`src/rtl/traffic_pkg.sv`:
```
// Shared interval-select codes and phase-flag bundle for the traffic-light controller and its datapath.
// Latency: n/a (types and constants only).
// Backpressure: n/a.
package traffic_pkg;

    // Interval-select codes driven by the phase controller on s_IC
    typedef logic [1:0] ic_sel_t;

    localparam ic_sel_t IC_YEL = 2'b00;  // yellow
    localparam ic_sel_t IC_RR  = 2'b01;  // all-red clearance (RR1 and RR2 share this code)
    localparam ic_sel_t IC_NSG = 2'b10;  // north-south green
    localparam ic_sel_t IC_EWG = 2'b11;  // east-west green

    // Phase-exit flags the controller branches on
    typedef struct packed {
        logic not_r;      // all-red clearance elapsed
        logic c_and_l;    // N-S green may end
        logic en_s;       // yellow elapsed
        logic l_or_notc;  // E-W green may end
    } phase_flags_t;

endpackage

```
`src/rtl/car_debounce.sv`:
```
// Two-flop synchroniser followed by a stability debouncer for the E-W car sensor.
// Latency: raw change to dout change is 2+DEB_CYC cycles.
// Backpressure: none; free-running sampler.
module car_debounce #(
    parameter int DEB_CYC = 3
) (
    input  logic clk,
    input  logic rst,
    input  logic din,
    output logic dout
);

    // Counter only needs to reach DEB_CYC-1; the toggle happens on that cycle
    localparam int DW = (DEB_CYC > 1) ? $clog2(DEB_CYC) : 1;
    localparam logic [DW-1:0] DEB_LIM = DW'(DEB_CYC - 1);

    logic          sync_a_q;
    logic          sync_b_q;
    logic          car_q;
    logic [DW-1:0] deb_cnt_q;

    // Metastability guard: the sensor is asynchronous to clk
    always_ff @(posedge clk) begin
        if (rst) begin
            sync_a_q <= 1'b0;
            sync_b_q <= 1'b0;
        end else begin
            sync_a_q <= din;
            sync_b_q <= sync_a_q;
        end
    end

    // Flip car_q only after DEB_CYC consecutive disagreeing samples; any agreeing sample restarts the count
    always_ff @(posedge clk) begin
        if (rst) begin
            car_q     <= 1'b0;
            deb_cnt_q <= '0;
        end else if (sync_b_q != car_q) begin
            if (deb_cnt_q == DEB_LIM) begin
                car_q     <= sync_b_q;
                deb_cnt_q <= '0;
            end else begin
                deb_cnt_q <= deb_cnt_q + 1'b1;
            end
        end else begin
            deb_cnt_q <= '0;
        end
    end

    assign dout = car_q;

endmodule

```
`src/rtl/interval_timer_datapath.sv`:
```
// Phase interval counter plus debounced car flag, decoded into the four phase-exit flags for the controller.
// Latency: s_IC change sampled at the next edge clears the counter; flags are decoded from registers only.
// Backpressure: none; en_IC qualifies s_IC and the counter always advances (saturating).
module interval_timer_datapath
    import traffic_pkg::*;
#(
    parameter int CW       = 8,
    parameter int YEL_CYC  = 4,
    parameter int RR_CYC   = 2,
    parameter int LONG_CYC = 16,
    parameter int DEB_CYC  = 3
) (
    input  logic       clk,
    input  logic       rst,
    input  logic [1:0] s_IC,
    input  logic       en_IC,
    input  logic       car_e_raw,
    output logic       not_r,
    output logic       c_and_l,
    output logic       en_s,
    output logic       l_or_notc
);

    localparam int CNT_TOP = (1 << CW) - 1;

    // Elaboration-time legality of the interval parameters
    if (YEL_CYC < 1 || YEL_CYC > CNT_TOP) begin : g_bad_yel
        $error("YEL_CYC out of range for CW");
    end
    if (RR_CYC < 1 || RR_CYC > CNT_TOP) begin : g_bad_rr
        $error("RR_CYC out of range for CW");
    end
    if (LONG_CYC < 1 || LONG_CYC > CNT_TOP) begin : g_bad_long
        $error("LONG_CYC out of range for CW");
    end
    if (DEB_CYC < 1) begin : g_bad_deb
        $error("DEB_CYC must be at least 1");
    end

    // A flag asserts once the counter has reached interval-1
    localparam logic [CW-1:0] CNT_MAX  = '1;
    localparam logic [CW-1:0] YEL_LIM  = CW'(YEL_CYC - 1);
    localparam logic [CW-1:0] RR_LIM   = CW'(RR_CYC - 1);
    localparam logic [CW-1:0] LONG_LIM = CW'(LONG_CYC - 1);

    ic_sel_t      sel_q;
    logic [CW-1:0] cnt_q;
    logic          car_q;
    phase_flags_t  flags;

    car_debounce #(
        .DEB_CYC (DEB_CYC)
    ) u_car_debounce (
        .clk  (clk),
        .rst  (rst),
        .din  (car_e_raw),
        .dout (car_q)
    );

    // Track the active interval; a new code restarts the count, a repeated code lets it run on and saturate
    always_ff @(posedge clk) begin
        if (rst) begin
            sel_q <= IC_RR;
            cnt_q <= '0;
        end else if (en_IC && (s_IC != sel_q)) begin
            sel_q <= s_IC;
            cnt_q <= '0;
        end else if (cnt_q != CNT_MAX) begin
            cnt_q <= cnt_q + 1'b1;
        end
    end

    // Decode exit flags from registered state only, each gated by its own phase so a stale flag cannot leak across
    always_comb begin
        flags = '0;
        case (sel_q)
            IC_YEL: flags.en_s      = (cnt_q >= YEL_LIM);
            IC_RR:  flags.not_r     = (cnt_q >= RR_LIM);
            IC_NSG: flags.c_and_l   = car_q && (cnt_q >= LONG_LIM);
            IC_EWG: flags.l_or_notc = (cnt_q >= LONG_LIM) || !car_q;
            default: flags = '0;
        endcase
    end

    assign not_r     = flags.not_r;
    assign c_and_l   = flags.c_and_l;
    assign en_s      = flags.en_s;
    assign l_or_notc = flags.l_or_notc;

endmodule

```
`config.mk`:
```
export PLATFORM = sky130hd
export DESIGN_NAME = interval_timer_datapath
export DESIGN_NICKNAME = d
export VERILOG_FILES = /design/src/rtl/traffic_pkg.sv /design/src/rtl/car_debounce.sv /design/src/rtl/interval_timer_datapath.sv
export SDC_FILE = /design/constraint.sdc
export NUM_CORES = 1
export LEC_CHECK = 0
export BUFFER_PORTS_ARGS = -buffer_cell sky130_fd_sc_hd__buf_4
export CAP_MARGIN = 20
export CORE_MARGIN = 2
export CORE_UTILIZATION = 53
export CTS_CLUSTER_SIZE = 14
export DETAILED_ROUTE_END_ITERATION = 8
export GPL_TIMING_DRIVEN = 1
export PLACE_DENSITY_LB_ADDON = 0.08
export SYNTH_ARGS = -nofsm -noshare
export SYNTH_HDL_FRONTEND = slang
export SYNTH_HIERARCHICAL = 1
export SYNTH_SLANG_ARGS = --single-unit
```
`constraint.sdc`:
```
create_clock -name clk -period 1.8 [get_ports clk]
set_input_delay 0.27 -clock clk [delete_from_list [all_inputs] [get_ports clk]]
set_output_delay 0.27 -clock clk [all_outputs]
set_load 0.005 [all_outputs]
```
==> run metrics, run 1 <==
Synth Flop Type=dfxtp_1; antenna fix cells=0; Layout Cells excl Fill=114; Worst Setup Start Kind=flop; syn nets=91; total gr overflow=0; DRC=0; area of the mapped netlist=713 sq um; Die ar.=1650 sq um; first-pass GRT wire length=2.21 mm; relative slew slack=0.777; synth top area cells=dfxtp_1, ha_1, nor2_1; drt total wl=1.37 mm; Leakage Power=0.359 nW; share of cells above drive strength 1=0.273; Final Max Tran Viols=0; critical path fanouts, max=2; Area Growth Syn to Fin=25.3%; port bufs=9; via/cell ratio=5.45; CTS Hold Bufs=0; RSZ-0062 raised after global routing=true; clk_lat worst skew=0.29 ns; YS warnings=6; area share of the largest cell type after synthesis=0.421; gpl congestion=0.705; Synth async-reset ratio=0; endpoint class of the critical path=output pin; IO Count=10; Setup TNS=-0.788 ns; worst setup path class=flop to output pin; worst slew pin tran=0.335 ns; largest net degree at the start of global routing=10; hpwl dp=932 um; Synth cell types=27; Final Setup Violations=4; Worst Path Required=1.53 ns; Final nets=110; placed cells=109; fin crit period=2.15 ns; CTS tree=done; Seq cells post-synth=15; total number of vias=621; HP Class=input pin to flop; DR iter-0 viols=13; largest area contributor in the netlist=dfxtp_1; row count=13; Initial Util=0.555; Clock Pin Slew Worst Setup and Hold Paths=0.09 ns; Mean Syn Cell Area=8.80 sq um; Clock Tree Buf Depth=2; Max Clock Skew=0.00399 ns; final design area excluding fillers=893 sq um; total CTS buffers=3; Post-synth EDFFs=0; post-route ant nets=0; routed len/inst=12.0 um; initial antenna violation count=0; number of global-route vias before repair=510; Seq/Total Area, Yosys=0.421; setup ws final=-0.347 ns; DP Area=833 sq um; pwr/cell area=682 nW/um^2; violated checks=setup timing; width of the die=40.7 um; Final period util=1.19; Max-cap violations=0; Tot GR Track Use=0.210; height of the die=40.7 um; Max Freq=466 MHz; DRT Pass-1 Iters=4; core area=1280 sq um; WP data arrival=1.88 ns; Sink Count=15; outcome=finished with violations; htree depth=1; clock root cell=clkbuf_4; cell count after synthesis=81; Tot Pwr=0.000609 W; Final Hold Viols=0; Max rail drop VDD=345 uV
[final cells by class]
class	count	area, sq um
fill	111	392
timing repair buffer	15	113
multi-input combinational	62	422
clock buffer	3	22.5
sequential	15	302
tap	15	18.8
inverter	3	11.3
clock inverter	1	5.00
[metal layers]
| layer | GRT usage | part of all wire | up-vias |
|---|---|---|---|
| li1 | - | - | 323 |
| met1 | 0.267 | 0.44 | 275 |
| met2 | 0.325 | 0.49 | 18 |
| met3 | 0.0326 | 0.050 | 5 |
| met4 | 0.142 | 0.020 | 0 |
| met5 | 0 | 0 | - |
[report_power, final]
group | switching, W | internal, W | leakage, nW
Clock | 0.000113 | 0.0000827 | 0.0177
Combinational | 0.0000277 | 0.0000342 | 0.219
Sequential | 0.00000967 | 0.000341 | 0.123
[worst max-delay path, stage by stage, from the launching register on]
cell,delay (ns)
dfxtp_2,0.33
or4_4,0.54
or3_4,0.35
nor3b_2,0.16
nor3b_1,0.07
buf_4,0.14
[repair_timing]
action,in CTS,in global routing
setup buffers,0,1
resized for setup,4,3
pin swaps,1,0
endpoints found under the setup margin,4,4
cloned,0,0
[state kept, by name (all words and copies together) (netlist names)]
register	flops
cnt_q	8
sel_q	2
u_car_debounce/deb_cnt_q	2
u_car_debounce/dout	1
u_car_debounce/sync_a_q	1
u_car_debounce/sync_b_q	1
[cell families after synthesis]
kind of cell	Yosys count	synth area share
adder cells (fa/ha/maj)	4	0.0702
buffers and inverters	4	0.0210
AO/OA/AOI/OAI	10	0.0860
XOR/XNOR	4	0.0491
flip-flops	15	0.421
multiplexers	3	0.0421
AND/OR/NAND/NOR	41	0.311
[layout by cell type, fill, tap and decap left out, types with 2 or more instances in the layout]
cell	netlist	routed
buf_4	0	15
dfxtp_1	15	14
nor2_1	11	10
nor3_1	6	6
nand2_1	5	5
o21ai_0	4	4
inv_1	3	3
nor3b_1	3	3
mux2i_1	3	3
nor2b_1	3	3
ha_1	4	3
clkbuf_4	0	3
and3_1	3	2
nand3_1	2	2
xor2_1	2	2
a31oi_1	2	2
xnor2_1	2	2
nor4_1	2	2
[per-stage QoR]
step	util	hold slack (ns)	setup WS, ns
final	0.695	0.185	-0.347
after global routing	0.695	0.194	-0.410
after CTS	0.683	0.187	-0.324
after detailed placement	0.648	0.414	-0.0410
after global placement	0.648	0.414	-0.0354
after floorplan	-	0.342	0.0919
[cell usage after synthesis (3+ instances only)]
cell     number
ha_1          4
o21ai_0       4
inv_1         3
nor2b_1       3
dfxtp_1      15
and3_1        3
nor3b_1       3
mux2i_1       3
nor3_1        6
nor2_1       11
nand2_1       5
[final timing paths]
path	from	to	slack, ns	cells after the start
max	cnt_q[5]	not_r	-0.35	5
max reg2reg	cnt_q[0]	cnt_q[1]	0.32	6
min reg2reg	u_car_debounce/deb_cnt_q[0]	u_car_debounce/deb_cnt_q[0]	0.43	1
min	car_e_raw	u_car_debounce/sync_a_q	0.19	2
(Power assumes the default switching activity.)
==> run 2, diff against run 1 <==
--- a/config.mk
+++ b/config.mk
@@ -5,10 +5,11 @@
 export SDC_FILE = /design/constraint.sdc
 export NUM_CORES = 1
 export LEC_CHECK = 0
+export ABC_AREA = 1
 export BUFFER_PORTS_ARGS = -buffer_cell sky130_fd_sc_hd__buf_4
 export CAP_MARGIN = 20
 export CORE_MARGIN = 2
-export CORE_UTILIZATION = 53
+export CORE_UTILIZATION = 55
 export CTS_CLUSTER_SIZE = 14
 export DETAILED_ROUTE_END_ITERATION = 8
 export GPL_TIMING_DRIVEN = 1
==> run metrics, run 2 <==
combinational share of power=0.116 (was 0.102); dpl ws=0.339 ns (was -0.0410 ns); total CTS buffers=3 (unchanged); worst setup path class=flop to output pin (unchanged); max FFs per register=8 (unchanged); WP data arrival=1.42 ns (was 1.88 ns); setup ws final=0.111 ns (was -0.347 ns); Area Growth Syn to Fin=14.3% (was 25.3%); HP Class=input pin to flop (unchanged); Sink Count=15 (unchanged); CTS Hold Bufs=0 (unchanged); CTS tree=done (unchanged); endpoint class of the critical path=output pin (unchanged); Worst R2R Setup Slack=0.61 ns (was 0.32 ns); FF/Latch Area=303 sq um (was 302 sq um); Worst Path Required=1.53 ns (about the same); Clock Power Share=0.307 (was 0.322); Max-cap violations=0 (unchanged); largest registers=cnt_q (8), sel_q (2), u_car_debounce/deb_cnt_q (2) (unchanged); initial antenna violation count=0 (unchanged); number of global-route vias before repair=767 (was 510); outcome=finished, final reports clean (was finished with violations); Reg power frac=0.577 (about the same); most frequent CP cell=nand2_1; critical path's slowest cell=dfxtp_2 (was or4_4); post-route ant nets=0 (unchanged); Mean Syn Cell Area=6.46 sq um (was 8.80 sq um); worst slew pin tran=0.210 ns (was 0.335 ns); Final Setup Violations=0 (was 4); Die ar.=1860 sq um (was 1650 sq um); placed cells=155 (was 109); via/cell ratio=4.93 (was 5.45); slowest cell delay on critical path=0.35 ns (was 0.54 ns); Max Freq=592 MHz (was 466 MHz); gpl congestion=0.797 (was 0.705); DRC=0 (unchanged); Final Hold Viols=0 (unchanged); commonest cells in the netlist=nand2_1, inv_1, nor2_1 (was dfxtp_1, nor2_1, nor3_1); clk_lat worst skew=0.28 ns (was 0.29 ns); port bufs=9 (unchanged); Seq cells post-synth=15 (unchanged); height of the die=43.1 um (was 40.7 um); Worst Setup Start Kind=flop (unchanged); largest net degree at the start of global routing=10 (unchanged); antenna fix cells=0 (unchanged); Tot GR Track Use=0.206 (was 0.210); min-delay src=car_e_raw (unchanged); DRT Pass-1 Iters=4 (unchanged); most frequent cell after synthesis=nand2_1 (was dfxtp_1); Filler Cell Count=134 (was 111); Synth async-reset ratio=0 (unchanged); commonest non-fill, non-tap cell in the layout=nand2_1 (was buf_4); row count=14 (was 13); Multi-input gate area=439 sq um (was 422 sq um); area of the mapped netlist=840 sq um (was 713 sq um); Clock Tree Buf Depth=2 (unchanged); hpwl dp=1.24 mm (was 932 um); Max rail drop VDD=489 uV (was 345 uV); Seq/Total Area, Yosys=0.358 (was 0.421); most frequent cells in the layout=nand2_1, inv_1, nor2_1 (was buf_4, dfxtp_1, nor2_1); Top delay family on crit path=flip-flops (was simple AND/OR/NAND/NOR gates); core area=1470 sq um (was 1280 sq um); Final period util=0.938 (was 1.19); Post-synth EDFFs=0 (unchanged); Power Internal=0.000457 W (was 0.000458 W); Post CTS Setup Buffer Count=0 (unchanged); area share of the largest cell type after synthesis=0.358 (was 0.421); pwr/cell area=636 nW/um^2 (was 682 nW/um^2); Final nets=154 (was 110); Max Clock Skew=0.00171 ns (was 0.00399 ns); largest area contributor in the netlist=dfxtp_1 (unchanged); YS warnings=6 (unchanged); critical path fanouts, max=6 (was 2); synth top area cells=dfxtp_1, nand2_1, inv_1 (was dfxtp_1, ha_1, nor2_1); syn nets=140 (was 91); drt total wl=1.54 mm (was 1.37 mm); cell count after synthesis=130 (was 81); Net Switching=0.000154 W (was 0.000150 W); relative slew slack=0.860 (was 0.777); width of the die=43.1 um (was 40.7 um); Worst Hold End=u_car_debounce/sync_a_q (unchanged); share of cells above drive strength 1=0.196 (was 0.273); total number of vias=784 (was 621); IO Count=10 (unchanged); Layout Cells excl Fill=159 (was 114); Synth Flop Type=dfxtp_1 (unchanged); Worst R2R Path Depth=8 (was 6); reg-to-reg endpoint=cnt_q[1] (unchanged); Sw Ratio=0.252 (was 0.247); fin crit period=1.69 ns (was 2.15 ns); Clock Pin Slew Worst Setup and Hold Paths=0.09 ns (about the same); largest reg by FF count=cnt_q (unchanged); Synth cell types=20 (was 27); routed len/inst=9.71 um (was 12.0 um); total gr overflow=0 (unchanged); R2R Path Start=cnt_q[0] (unchanged); htree depth=1 (unchanged); Critical Path, Cell by Cell=ha_2, nand3_2, inv_2, nor2_1, nand2_1, nand2_1, inv_1, buf_4 (was or4_4, or3_4, nor3b_2, nor3b_1, buf_4); first-pass GRT wire length=2.92 mm (was 2.21 mm); WP buf/inv=3 (was 1); Initial Util=0.571 (was 0.555); clock root cell=clkbuf_4 (unchanged); Leakage Power=0.487 nW (was 0.359 nW); DR iter-0 viols=14 (was 13); Final Max Tran Viols=0 (unchanged); hold path depth=3 (was 2)
==> run 2: cell types whose count changed after synthesis, moves of 3 or more <==
cell,delta
nand2_1,+27
inv_1,+21
nor2_1,+13
nand3_1,+5
nor3_1,-5
a21oi_1,+4
and3_1,-3
mux2i_1,-3
nand2_2,+3
nor2b_1,-3
nor3b_1,-3
==> run 2: per-stage QoR <==
stage          hold slack, ns    TNS, ns  area (sq um)   util  total power (W)
3_3_place_gp            0.398          0           927  0.630         0.000427
5_1_grt                 0.192  -0.000170           960  0.652         0.000648
2_1_floorplan           0.341          0           840      -         0.000401
3_5_place_dp            0.401          0           927  0.630         0.000430
4_1_cts                 0.190          0           955  0.649         0.000616
6_report                0.191          0           960  0.652         0.000611
==> run 2: what timing repair did <==
item | CTS | global route
resized for setup | 0 | 3
endpoints found under the hold margin | 0 | 0
endpoints found under the setup margin | 0 | 2
==> run 2: worst register-to-register path, cell delays in order, from the launching register on <==
cell	delay, ns
dfxtp_2	0.37
ha_2	0.22
nand3_2	0.10
inv_2	0.12
nand2_2	0.10
nand2_1	0.07
nand2_1	0.04
inv_1	0.04
nor2_1	0.03
==> run 2: power groups by stage <==
stage | logic, W | registers (W) | clock network [W]
finish | 0.0000709 | 0.000352 | 0.000187
global route | 0.0000852 | 0.000354 | 0.000208
CTS | 0.0000712 | 0.000352 | 0.000193
detailed placement | 0.0000705 | 0.000359 | 0
global placement | 0.0000686 | 0.000359 | 0
floorplan | 0.0000437 | 0.000357 | 0
==> run 2: cell families (layout without fill, tap and decap cells) <==
group | Yosys count | count (layout) | share of synthesized area
xor+xnor | 1 | 1 | 0.0104
flops | 15 | 15 | 0.358
fa+ha+maj | 4 | 4 | 0.0596
compound gates | 9 | 9 | 0.0566
simple gates | 74 | 74 | 0.393
buf+inv | 27 | 40 | 0.122
==> run 2: metal layers <==
metal | vias up | global-route usage | share of wire
li1 | 416 | - | -
met1 | 351 | 0.237 | 0.43
met2 | 15 | 0.376 | 0.53
met3 | 2 | 0.0383 | 0.032
met4 | 0 | 0.0727 | 0.0065
met5 | - | 0 | 0
==> run 2: worst max-delay path by stage <==
stage	from	slack, ns	cells after the start	to
after global routing	cnt_q[0]	-0.0002	8	l_or_notc
after CTS	cnt_q[0]	0.02	8	l_or_notc
after floorplan	cnt_q[0]	0.56	7	l_or_notc
final	cnt_q[0]	0.11	8	l_or_notc
after global placement	cnt_q[0]	0.38	8	l_or_notc
after detailed placement	cnt_q[0]	0.34	8	l_or_notc
==> run 2: cell type report <==
cell class,instances,share of cell area
clock buffer,3,0.0235
clock inverter,1,0.00522
inverter,27,0.107
multi-input combinational,88,0.458
sequential,15,0.316
tap,16,0.0209
timing repair buffer,9,0.0704
